### src/rtl/riscv_pipe_pkg.sv
// -----------------------------------------------------------------------------
// riscv_pipe_pkg
//   Shared types and default constants for the 5-stage core's pipeline
//   control blocks.
//
//   Contents:
//     stall_state_t        - front-end stall controller state {RUN, LU_STALL}
//     LU_STALL_CYCLES_DEF  - default front-end stall length per load-use hazard
//     CNT_W_DEF            - default performance counter width
//     LU_CNT_W             - width of the stall down-counter (covers 1..15)
// -----------------------------------------------------------------------------
package riscv_pipe_pkg;

    // RUN      : pipeline flowing, or a single-cycle stall being applied
    // LU_STALL : extra front-end stall cycles of a multi-cycle load-use stall
    typedef enum logic [0:0] {
        RUN      = 1'b0,
        LU_STALL = 1'b1
    } stall_state_t;

    localparam int LU_STALL_CYCLES_DEF = 1;
    localparam int CNT_W_DEF           = 32;
    localparam int LU_CNT_W            = 4;

endpackage

### src/rtl/perf_counter.sv
// -----------------------------------------------------------------------------
// perf_counter
//   Free-running event counter; increments by one on every rising clock edge
//   where inc is high and wraps modulo 2^CNT_W.
//
//   Parameters:
//     CNT_W  - counter width
//   Ports:
//     clk    in   1      clock
//     rst_n  in   1      asynchronous active-low reset (count -> 0)
//     inc    in   1      count this cycle
//     count  out  CNT_W  current count
// -----------------------------------------------------------------------------
module perf_counter #(
    parameter int CNT_W = 32
) (
    input  logic             clk,
    input  logic             rst_n,
    input  logic             inc,
    output logic [CNT_W-1:0] count
);

    localparam logic [CNT_W-1:0] ONE = {{(CNT_W-1){1'b0}}, 1'b1};

    always_ff @(posedge clk or negedge rst_n) begin
        if (!rst_n) begin
            count <= '0;
        end else if (inc) begin
            count <= count + ONE;
        end
    end

endmodule

### src/rtl/pipeline_stall_ctrl.sv
// -----------------------------------------------------------------------------
// pipeline_stall_ctrl
//   Turns hazard requests (load-use stall, taken-branch flush, data-memory
//   busy) into write enables, flushes and holds for the pipeline registers of
//   the 5-stage core. Control outputs are combinational from the current state
//   and the inputs, so a request takes effect in the same cycle.
//
//   Priority each cycle: mem_busy > flush (flush_req | flush_pend) > stall.
//   A flush that arrives while memory is busy is remembered in flush_pend and
//   applied in the first non-busy cycle.
//
//   Configuration macro:
//     STALL_STATS_EN  - when defined, stall_cycles and flush_count are real
//                       counters; otherwise the ports are tied to zero and no
//                       counter flops exist.
//
//   Parameters:
//     LU_STALL_CYCLES  front-end stall cycles per load-use request (1..15)
//     CNT_W            performance counter width
//
//   Ports:
//     clk           in   1       clock, rising edge
//     rst_n         in   1       asynchronous active-low reset
//     stall_req     in   1       load-use hazard request
//     flush_req     in   1       branch/jump resolved taken in EX
//     mem_busy      in   1       data memory not ready, freeze whole pipe
//     pc_we         out  1       PC write enable
//     ifid_we       out  1       IF/ID write enable
//     ifid_flush    out  1       clear IF/ID to NOP
//     idex_flush    out  1       clear ID/EX control to NOP (bubble)
//     pipe_hold     out  1       hold ID/EX, EX/MEM and MEM/WB
//     stall_cycles  out  CNT_W   cycles with pc_we=0
//     flush_count   out  CNT_W   flushes applied
//     fsm_state     out  1       current controller state (debug visibility)
//
//   Handshake: there is no valid/ready pairing here. Every request input is a
//   level sampled each cycle; the controller answers in the same cycle and
//   never back-pressures the requester.
// -----------------------------------------------------------------------------
module pipeline_stall_ctrl
    import riscv_pipe_pkg::*;
#(
    parameter int LU_STALL_CYCLES = LU_STALL_CYCLES_DEF,
    parameter int CNT_W           = CNT_W_DEF
) (
    input  logic             clk,
    input  logic             rst_n,
    input  logic             stall_req,
    input  logic             flush_req,
    input  logic             mem_busy,
    output logic             pc_we,
    output logic             ifid_we,
    output logic             ifid_flush,
    output logic             idex_flush,
    output logic             pipe_hold,
    output logic [CNT_W-1:0] stall_cycles,
    output logic [CNT_W-1:0] flush_count,
    output stall_state_t     fsm_state
);

    // Down-counter load value: the request cycle itself is the first stall
    // cycle, so LU_STALL covers the remaining LU_STALL_CYCLES-1.
    localparam logic [LU_CNT_W-1:0] LU_INIT = LU_CNT_W'(LU_STALL_CYCLES - 1);
    localparam logic [LU_CNT_W-1:0] CNT_ONE = LU_CNT_W'(1);
    localparam bit                  MULTI   = (LU_STALL_CYCLES > 1);

    stall_state_t        state,      state_nxt;
    logic [LU_CNT_W-1:0] cnt,        cnt_nxt;
    logic                flush_pend, flush_pend_nxt;

    logic do_flush;
    logic do_stall;

    // Flush wins over any stall, including one already in progress.
    assign do_flush = !mem_busy && (flush_req || flush_pend);
    assign do_stall = !mem_busy && !do_flush &&
                      ((state == LU_STALL) || stall_req);

    assign fsm_state = state;

    // -------------------------------------------------------------------------
    // Pipeline-register control. Reset forces the free-running pattern even if
    // requests are asserted, so the pipe comes out of reset cleanly.
    // -------------------------------------------------------------------------
    always_comb begin
        pc_we      = 1'b1;
        ifid_we    = 1'b1;
        ifid_flush = 1'b0;
        idex_flush = 1'b0;
        pipe_hold  = 1'b0;
        if (!rst_n) begin
            pc_we = 1'b1;
        end else if (mem_busy) begin
            pc_we     = 1'b0;
            ifid_we   = 1'b0;
            pipe_hold = 1'b1;
        end else if (do_flush) begin
            ifid_flush = 1'b1;
            idex_flush = 1'b1;
        end else if (do_stall) begin
            pc_we      = 1'b0;
            ifid_we    = 1'b0;
            idex_flush = 1'b1;
        end
    end

    // -------------------------------------------------------------------------
    // Next-state logic
    // -------------------------------------------------------------------------
    always_comb begin
        state_nxt      = state;
        cnt_nxt        = cnt;
        flush_pend_nxt = flush_pend;
        if (mem_busy) begin
            // Whole pipe frozen: the stall count stands still and a taken
            // branch is parked until memory frees up.
            flush_pend_nxt = flush_pend || flush_req;
        end else if (do_flush) begin
            state_nxt      = RUN;
            cnt_nxt        = '0;
            flush_pend_nxt = 1'b0;
        end else if (state == LU_STALL) begin
            if (cnt == CNT_ONE) begin
                state_nxt = RUN;
                cnt_nxt   = '0;
            end else begin
                cnt_nxt = cnt - CNT_ONE;
            end
        end else if (stall_req && MULTI) begin
            state_nxt = LU_STALL;
            cnt_nxt   = LU_INIT;
        end
    end

    always_ff @(posedge clk or negedge rst_n) begin
        if (!rst_n) begin
            state      <= RUN;
            cnt        <= '0;
            flush_pend <= 1'b0;
        end else begin
            state      <= state_nxt;
            cnt        <= cnt_nxt;
            flush_pend <= flush_pend_nxt;
        end
    end

    // -------------------------------------------------------------------------
    // Performance counters
    // -------------------------------------------------------------------------
`ifdef STALL_STATS_EN
    perf_counter #(.CNT_W(CNT_W)) u_stall_cnt (
        .clk   (clk),
        .rst_n (rst_n),
        .inc   (!pc_we),
        .count (stall_cycles)
    );

    perf_counter #(.CNT_W(CNT_W)) u_flush_cnt (
        .clk   (clk),
        .rst_n (rst_n),
        .inc   (do_flush),
        .count (flush_count)
    );
`else
    assign stall_cycles = '0;
    assign flush_count  = '0;
`endif

endmodule

### config.mk
export PLATFORM = sky130hd
export DESIGN_NAME = pipeline_stall_ctrl
export DESIGN_NICKNAME = d
export VERILOG_FILES = /design/src/rtl/riscv_pipe_pkg.sv /design/src/rtl/perf_counter.sv /design/src/rtl/pipeline_stall_ctrl.sv
export SDC_FILE = /design/constraint.sdc
export NUM_CORES = 1
export LEC_CHECK = 0
export ABC_AREA = 0
export BUFFER_PORTS_ARGS = -buffer_cell sky130_fd_sc_hd__buf_2
export CAP_MARGIN = 10
export CORE_MARGIN = 10
export CORE_UTILIZATION = 37
export CTS_CLUSTER_SIZE = 30
export DETAILED_ROUTE_END_ITERATION = 8
export GPL_TIMING_DRIVEN = 1
export PLACE_DENSITY_LB_ADDON = 0.08
export SLEW_MARGIN = 20
export SYNTH_ARGS = -nofsm -noshare
export SYNTH_HDL_FRONTEND = slang
export SYNTH_HIERARCHICAL = 1
export SYNTH_SLANG_ARGS = --single-unit
export TNS_END_PERCENT = 10
### constraint.sdc
create_clock -name clk -period 1.99 [get_ports clk]
set_clock_uncertainty 0.1 [all_clocks]
set_input_delay 0.0995 -clock clk [delete_from_list [all_inputs] [get_ports clk]]
set_output_delay 0.0995 -clock clk [all_outputs]
set_load 0.005 [all_outputs]
==> results.sh <==
export IMPL_required_ns=1.79
export IMPL_max_freq_mhz=694
export IMPL_syn_avg_cell_area_sq_um=7.97
export IMPL_power_density_nw_per_um2=435
export IMPL_syn_inst=105
export IMPL_dp_hpwl_microns=1520
export IMPL_ys_seq_elements=6
export IMPL_clock_latency_ns=0.25
export IMPL_start_util_pct=38.2
export IMPL_routabilityCongestion=0.676
export IMPL_dieArea_sq_um=4570
export IMPL_cts_tree="built"
export IMPL_path_delay_family="flip-flops"
export IMPL_layout_nets=127
export IMPL_synth_distinct_cells=20
export IMPL_layout_cells_non_filler=146
export IMPL_setup_viol=0
export IMPL_drt_wl_total_microns=1710
export IMPL_worstPathCellList="nor2_1 > nor3_1 > o21ai_0 > buf_2"
export IMPL_die_h_microns=67.6
export IMPL_period_minus_slack_ns=1.44
export IMPL_drtAntennaViolNets=0
export IMPL_hold_violations=0
export IMPL_outcome="finished clean"
export IMPL_die_w_microns=67.6
export IMPL_crit_fanout=8
export IMPL_core_area_sq_um=2190
export IMPL_rows=17
export IMPL_firstDrtPassIters=3
export IMPL_ios=75
export IMPL_crit_arrival_ns=1.24
export IMPL_cap_violations=0
export IMPL_overflow=0
export IMPL_detailedRoute_firstIterationViolations=10
export IMPL_hold_class="in -> reg"
export IMPL_finalSetupTns_ns=0
export IMPL_syn_to_final_growth_pct=-15.1
export IMPL_cts_path_max_buffers=2
export IMPL_post_drt_via_cell_ratio=3.42
export IMPL_crit_buf_inv=1
export IMPL_yosysTopAreaCell="buf_4"
export IMPL_path_clk_slew_ns=0.05
export IMPL_cts_buffers=3
export IMPL_ir_drop_v=0.000269
export IMPL_antenna_found_initial=0
export IMPL_cts_sinks=6
export IMPL_cp_start_kind="flip-flop"
export IMPL_grt_pass1_vias=515
export IMPL_n_antenna_cell=0
export IMPL_drive_gt1_share_pct=12.7
export IMPL_wire_per_inst_microns=11.7
export IMPL_rsz0062_at_grt="no"
export IMPL_max_stage_delay_ns=0.43
export IMPL_ys_warn_count=6
export IMPL_cts_root_buf="clkbuf_4"
export IMPL_grt_usage_pct=6.64
export IMPL_grt_pass1_wl_microns=2310
export IMPL_grt_start_max_net_pins=10
export IMPL_endpoint_kind="output pin"
export IMPL_htree_levels=1
export IMPL_ys_seq_area_share_pct=17.9
export IMPL_drv_slew=0
export IMPL_reg2reg_setup_slack_ns=0.57
export IMPL_crit_slowest_cell="dfrtp_1"
export IMPL_place_port_buffers=10
export IMPL_critPathKind="reg -> out"
export IMPL_synth_area_sq_um=837
export IMPL_vias=499
export IMPL_synth_top_area_share_pct=58.3
export IMPL_dp_cells=142
export IMPL_synth_area_leaders="buf_4 (58%), dfrtp_1 (18%), ha_1 (3.0%), o21ai_0 (2.4%), o41ai_1 (2.1%)"
export IMPL_post_route_drc_count=0
export IMPL_period_share_pct=72.4
export IMPL_p_leak_nw=0.417
==> repair_timing <==
item | 4_1_cts | 5_1_grt
hold endpoints to repair | 6 | 0
hold buffers | 1 | 0
resized for setup | 0 | 0
setup buffers | 0 | 0
==> synth_stat cells (all sizes together) <==
library cell / count
o41ai: 2
a31oi: 1
a211oi: 1
dfrtp: 6
nand2: 4
or4b: 1
nand2b: 1
o21ai: 6
a21boi: 1
inv: 3
a21oi: 1
buf: 65
nor3: 3
and2: 2
conb: 1
nor2: 4
o31ai: 1
ha: 2
==> report_power, final <==
group          internal [W]  switching (W)
clock network     0.0000685      0.0000477
logic             0.0000144      0.0000529
registers          0.000124     0.00000200
total              0.000207       0.000103
==> cell type report <==
cell class	instances	area [sq um]
fill	255	1480
timing repair buffer	12	67.6
multi-input combinational	94	424
tap	28	35.0
inverter	3	11.3
sequential	6	150
clock buffer	3	22.5
==> through the flow <==
stage | cell area [sq um] | setup slack [ns] | power (W) | hold slack (ns) | util (%)
after floorplan | 1070 | 0.619 | 0.000259 | -0.296 | -
after global routing | 711 | 0.373 | 0.000342 | 0.0269 | 32.4
final | 711 | 0.549 | 0.000309 | 0.0229 | 32.4
after global placement | 678 | 0.577 | 0.000188 | -0.137 | 31.0
after CTS | 711 | 0.512 | 0.000310 | 0.0144 | 32.4
after detailed placement | 678 | 0.562 | 0.000187 | -0.140 | 31.0
==> placed cells by master (no fill, tap or decap), drive strengths merged <==
cell type    instances
or4b                 1
dfrtp                6
dlygate4sd3          1
conb                64
nand2                4
a21boi               1
nand2b               1
o21ai                6
o41ai                2
a21oi                1
nor2                 4
a31oi                1
nor3                 3
inv                  3
and2                 2
buf                 11
clkbuf               3
a211oi               1
ha                   2
o31ai                1
==> worst paths after layout <==
kind | startpoint | to | cells after the start
worst max-delay path | fsm_state$_DFFE_PN0N_ | pc_we | 4
worst min-delay path | flush_req | cnt[1]$_DFFE_PN0P_ | 2
worst max register to register | cnt[0]$_DFFE_PN0P_ | cnt[3]$_DFFE_PN0P_ | 3
worst min register to register | cnt[2]$_DFFE_PN0P_ | cnt[2]$_DFFE_PN0P_ | 1
max in group asynchronous | rst_n | flush_pend$_DFFE_PN0P_ | 2
min in group asynchronous | rst_n | cnt[0]$_DFFE_PN0P_ | 2
==> metal layers <==
layer / GRT usage, % / wire, microns
met2: 11.2 / 859
met3: 4.96 / 277
met1: 6.70 / 576
met4: 0.769 / 0
met5: 0 / 0
==> logic make-up (layout without fill, tap and decap cells) <==
| family | after synthesis | in the layout | share of synthesized area, % |
|---|---|---|---|
| other | 1 | 64 | 0.448 |
| adders and majority gates | 2 | 2 | 2.99 |
| and+or+nand+nor | 15 | 15 | 8.82 |
| AOI/OAI and AO/OA | 13 | 13 | 10.2 |
| DFF | 6 | 6 | 17.9 |
| buffers and inverters | 68 | 18 | 59.6 |
==> registers in the layout (all words and copies together) (netlist names) <==
signal and count:
flush_pend 1, cnt 4, fsm_state 1
==> worst register-to-register path: stages (launching register included) <==
cell and delay (ns):
dfrtp_1 0.41, or4b_1 0.54, a31oi_1 0.17, o21ai_1 0.08
Note: power is estimated with default switching activity, not from simulation.
